<file path="config.mk">
export PLATFORM = sky130hd
export DESIGN_NAME = ece429_fetch_queue
export DESIGN_NICKNAME = d
export VERILOG_FILES = /design/src/rtl/ece429_fetch_queue.sv
export SDC_FILE = /design/constraint.sdc
export NUM_CORES = 1
export LEC_CHECK = 0
export ABC_AREA = 1
export CAP_MARGIN = 0
export CORE_UTILIZATION = 39
export CTS_BUF_LIST = sky130_fd_sc_hd__clkbuf_2
export CTS_CLUSTER_SIZE = 25
export DETAILED_ROUTE_END_ITERATION = 6
export PLACE_DENSITY = 0.7
export RECOVER_POWER = 25
export SLEW_MARGIN = 40
export SYNTH_ARGS = -nofsm -noshare
export SYNTH_HDL_FRONTEND = slang
export SYNTH_SLANG_ARGS = --single-unit
</file>
<file path="constraint.sdc">
create_clock -name clk_in -period 5.3 [get_ports clk_in]
set_input_delay 1.06 -clock clk_in [delete_from_list [all_inputs] [get_ports clk_in]]
set_output_delay 1.06 -clock clk_in [all_outputs]
set_load 0.05 [all_outputs]
</file>
<file path="src/rtl/ece429_fetch_queue.sv">
`default_nettype none
// ============================================================================
// Module   : ece429_fetch_queue
// Brief    : Circular instruction queue between fetch and decode. Buffers
//            {pc, instr} pairs, presents the oldest to decode, stalls fetch
//            when full and empties in one cycle on a redirect flush.
// Revision : 1.0 - initial release
// ============================================================================
module ece429_fetch_queue #(
    parameter int DEPTH = 4
) (
    input  logic                     clk_in,
    input  logic                     rst_n_in,
    input  logic                     enq_valid_in,
    input  logic [0:31]              enq_pc_in,
    input  logic [0:31]              enq_instr_in,
    input  logic                     deq_ready_in,
    input  logic                     flush_in,
    output logic                     stall_out,
    output logic                     deq_valid_out,
    output logic [0:31]              deq_pc_out,
    output logic [0:31]              deq_instr_out,
    output logic [$clog2(DEPTH):0]   count_out
);

    localparam int AW = $clog2(DEPTH);
    localparam int CW = AW + 1;
    localparam logic [CW-1:0] FULL_COUNT = CW'(DEPTH);

    // Entry storage; contents are never cleared, validity is tracked by count
    logic [0:31]   pc_mem    [DEPTH];
    logic [0:31]   instr_mem [DEPTH];

    logic [AW-1:0] wr_ptr;
    logic [AW-1:0] rd_ptr;
    logic [CW-1:0] count;

    logic          full;
    logic          not_empty;
    logic          do_enq;
    logic          do_deq;

    // Status and handshake qualification; flush overrides both transfers
    always_comb begin
        full      = (count == FULL_COUNT);
        not_empty = (count != '0);
        do_enq    = enq_valid_in && !full && !flush_in;
        do_deq    = deq_ready_in && not_empty && !flush_in;
    end

    // Pointer and occupancy state, cleared by reset or flush
    always_ff @(posedge clk_in or negedge rst_n_in) begin
        if (!rst_n_in) begin
            wr_ptr <= '0;
            rd_ptr <= '0;
            count  <= '0;
        end else if (flush_in) begin
            wr_ptr <= '0;
            rd_ptr <= '0;
            count  <= '0;
        end else begin
            if (do_enq) begin
                wr_ptr <= wr_ptr + 1'b1;
            end
            if (do_deq) begin
                rd_ptr <= rd_ptr + 1'b1;
            end
            if (do_enq && !do_deq) begin
                count <= count + 1'b1;
            end else if (!do_enq && do_deq) begin
                count <= count - 1'b1;
            end
        end
    end

    // Capture the fetched pair at the write pointer on an accepted enqueue
    always_ff @(posedge clk_in) begin
        if (do_enq) begin
            pc_mem[wr_ptr]    <= enq_pc_in;
            instr_mem[wr_ptr] <= enq_instr_in;
        end
    end

    // Outputs derive only from registered state; head data reads zero when empty
    always_comb begin
        stall_out     = full;
        deq_valid_out = not_empty;
        count_out     = count;
        deq_pc_out    = not_empty ? pc_mem[rd_ptr]    : 32'h0000_0000;
        deq_instr_out = not_empty ? instr_mem[rd_ptr] : 32'h0000_0000;
    end

endmodule
`default_nettype wire

</file>
==> results.md <==
* Status: finished, final reports clean
* Vias in the first global route at 6,865
* CP max stage delay at 850 ps
* Hold-fix buffers, CTS at 0
* Cell Area, Synth at 10,400 um2
* Seq cells post-synth at 263
* Share of cells above drive strength 1 at 12.6%
* DRT antenna net count at 0
* First-iteration detailed-routing DRC count at 427
* CP required at 4240 ps
* Clock net sink count at 263
* Final period util at 91.3%
* # DRC at 0
* Sequential share of the synthesized area at 75.8%
* Setup TNS at 0 ps
* Slew margin rel. at 50.4%
* Crit. End Element: primary output
* Vias at 6,815
* DR WL met3 at 1.27 mm
* Drt total wl at 22.8 mm
* Fillers at 2,351
* Port bufs at 137
* RSZ-0062 raised after global routing: false
* Max_cap viols at 0
* Die ar. at 27,200 um2
* Overall routing resource usage at 17.0%
* Worst slew pin tran at 744 ps
* Core Region at 26,100 um2
* Synthesized area per cell at 12.6 um2
* Worst VDD drop at 0.486 mV
* Final hold slack at 611 ps
* Area Overhead vs Synth at 22.2%
* Kind of cell adding the most delay to the critical path: buffers and inverters
* CTS tree: yes
* Crit path buffers/inverters at 3
* Worst R2R Start: count_out[0]
* Crit path max-delay cell type: clkdlybuf4s50_1
* Max Fclk at 0.207 GHz
* Vias/cell at 4.96
* Tmin final at 4840 ps
* Routed WL per cell at 16.6 um
* Crit start category: register
* Global route overflow at 0
* First-pass GRT wire length at 34.8 mm
* Worst Path Class, Setup: reg2out
* Final hold vios at 0
* Class of the worst hold path: in2async
* Max Fanout on Critical Path at 64
* Final Skew at 72.1 ps
* R2R depth at 7
* Ports at 138
* R2R Path End: pc_mem[1][13]
* Leakage at 4.42 nW
* Syn nets at 895
* Root Buffer: clkbuf_2
* GPL Wtd Cong at 0.713
* Met1 WL at 9.65 mm
* Longest Clk Path Bufs at 3
* Distinct cells, synth at 23
* Final Max Tran Viols at 0
* Initial DRT Pass Iterations at 4
* Clk_lat worst skew at 780 ps
* Final setup fails at 0
* Pwr/cell area at 555 nW/um2
* Reg-to-reg slack, setup at 2930 ps
* CP cell instances: clkinv_2, buf_4, o21ai_0, a21oi_1, clkdlybuf4s50_1
* Arrival @ worst endpoint at 3780 ps
* Top Layer Used: met4
* Antenna violations before repair at 2
* Clock transition at path regs at 110 ps
* Largest net degree at the start of global routing at 65
* Met2 WL post-DR at 11.4 mm
* Die H at 165 um
* Max H-tree Level at 3
* Setup Fix Bufs, Post-CTS at 0
* Nets at 1,068
* DP Wirelength at 12.4 mm
* Num CTS Buffers at 69
* Cells after Synth at 821
* Row count at 59
* Initial Util at 39.8%
* Synth Warn # at 0
* Die Span X at 165 um
* Post_cts resized at 0
==> registers in the layout (all words and copies together) (netlist names) <==
register and flops:
rd_ptr 2, pc_mem 128, instr_mem 128, wr_ptr 2, count_out 3
==> report_power, final <==
part | switching, W | internal [W]
clock | 0.000771 | 0.000587
combinational | 0.00226 | 0.000905
sequential | 0.0000776 | 0.00242
total | 0.00311 | 0.00392
==> worst register-to-register path, delay by kind of cell, from the launching register on <==
kind	cells	cell delay [ps]
buffers and inverters	2	800
AND/OR/NAND/NOR	5	630
flip-flops	1	480
==> layout by cell type, fill, tap and decap left out, types with 2 or more instances in the layout <==
cell	Yosys	final
diode_2	0	2
buf_4	14	9
nor2_4	1	5
nand3_1	3	3
ha_1	4	4
buf_6	1	4
dlygate4sd3_1	0	39
dfrtp_1	7	5
a21oi_1	69	69
o21ai_1	3	3
clkinv_2	0	6
o21ai_0	128	128
clkdlybuf4s50_1	0	98
inv_1	17	16
bufinv_16	0	2
nor2_1	261	257
edfxtp_1	256	256
clkinv_1	0	8
clkbuf_2	0	98
nand2_1	16	16
==> through the flow <==
step	setup slack [ps]	instance area [um2]	std cells	util, %	power [W]
CTS	335	12700	1371	48.6	0.00713
detailed placement	1300	12100	1258	46.3	0.00574
floorplan	708	10400	821	-	0.00470
global placement	1330	12000	1258	46.2	0.00572
finish	463	12700	1373	48.6	0.00703
global route	182	12700	1373	48.6	0.00740
==> cell families (layout without fill, tap and decap cells) <==
| logic type | Yosys count | in the layout | share of synthesized area, % |
|---|---|---|---|
| AO/OA/AOI/OAI | 200 | 200 | 9.65 |
| buffers and inverters | 67 | 282 | 3.13 |
| AND/OR/NAND/NOR | 285 | 285 | 10.6 |
| flip-flops | 263 | 263 | 75.8 |
| adder cells (fa/ha/maj) | 5 | 5 | 0.676 |
| XOR/XNOR | 1 | 1 | 0.0845 |
| other | 0 | 2 | 0 |
==> cells in the mapped netlist <==
library cell / count / area share, %
a21oi_1: 69 / 3.3
buf_1: 6 / 0.22
buf_2: 10 / 0.48
buf_4: 14 / 1.0
buf_6: 1 / 0.11
clkbuf_1: 17 / 0.62
dfrtp_1: 7 / 1.7
edfxtp_1: 256 / 74
fa_1: 1 / 0.19
ha_1: 4 / 0.48
inv_1: 17 / 0.62
inv_2: 2 / 0.072
nand2_1: 16 / 0.58
nand2_2: 1 / 0.060
nand2_4: 1 / 0.11
nand3_1: 3 / 0.14
nand3_2: 1 / 0.097
nand3b_1: 1 / 0.072
nor2_1: 261 / 9.4
nor2_4: 1 / 0.11
o21ai_0: 128 / 6.2
o21ai_1: 3 / 0.14
xor2_1: 1 / 0.084
==> worst max path at each step <==
stage                     slack (ps)           endpoint    startpoint  cells past startpoint
final                            460  deq_instr_out[13]     rd_ptr[0]                      5
after global routing             180  deq_instr_out[18]     rd_ptr[0]                      5
after CTS                        340  deq_instr_out[18]     rd_ptr[0]                      5
after detailed placement        1300  deq_instr_out[18]     rd_ptr[0]                      5
after global placement          1330  deq_instr_out[13]     rd_ptr[0]                      5
after floorplan                  710    instr_mem[0][0]  enq_valid_in                      4
==> metal layers <==
metal  track usage (%)  up-vias
met2              29.3      186
met1              20.0     3324
met5                 0        -
met4              8.09        0
met3              3.79       31
li1                  -     3274
==> area by class of cell <==
type / count / area [um2] / share of cell area [%]
Multi-Input combinational cell: 491 / 2210 / 17.5
Clock inverter: 15 / 114 / 0.899
Timing Repair Buffer: 150 / 1480 / 11.7
Tap cell: 335 / 419 / 3.31
Clock buffer: 98 / 490 / 3.87
Antenna cell: 2 / 5.00 / 0.0395
Inverter: 19 / 76.3 / 0.603
Sequential cell: 263 / 7870 / 62.1
Power figures use the tool's default switching activity.
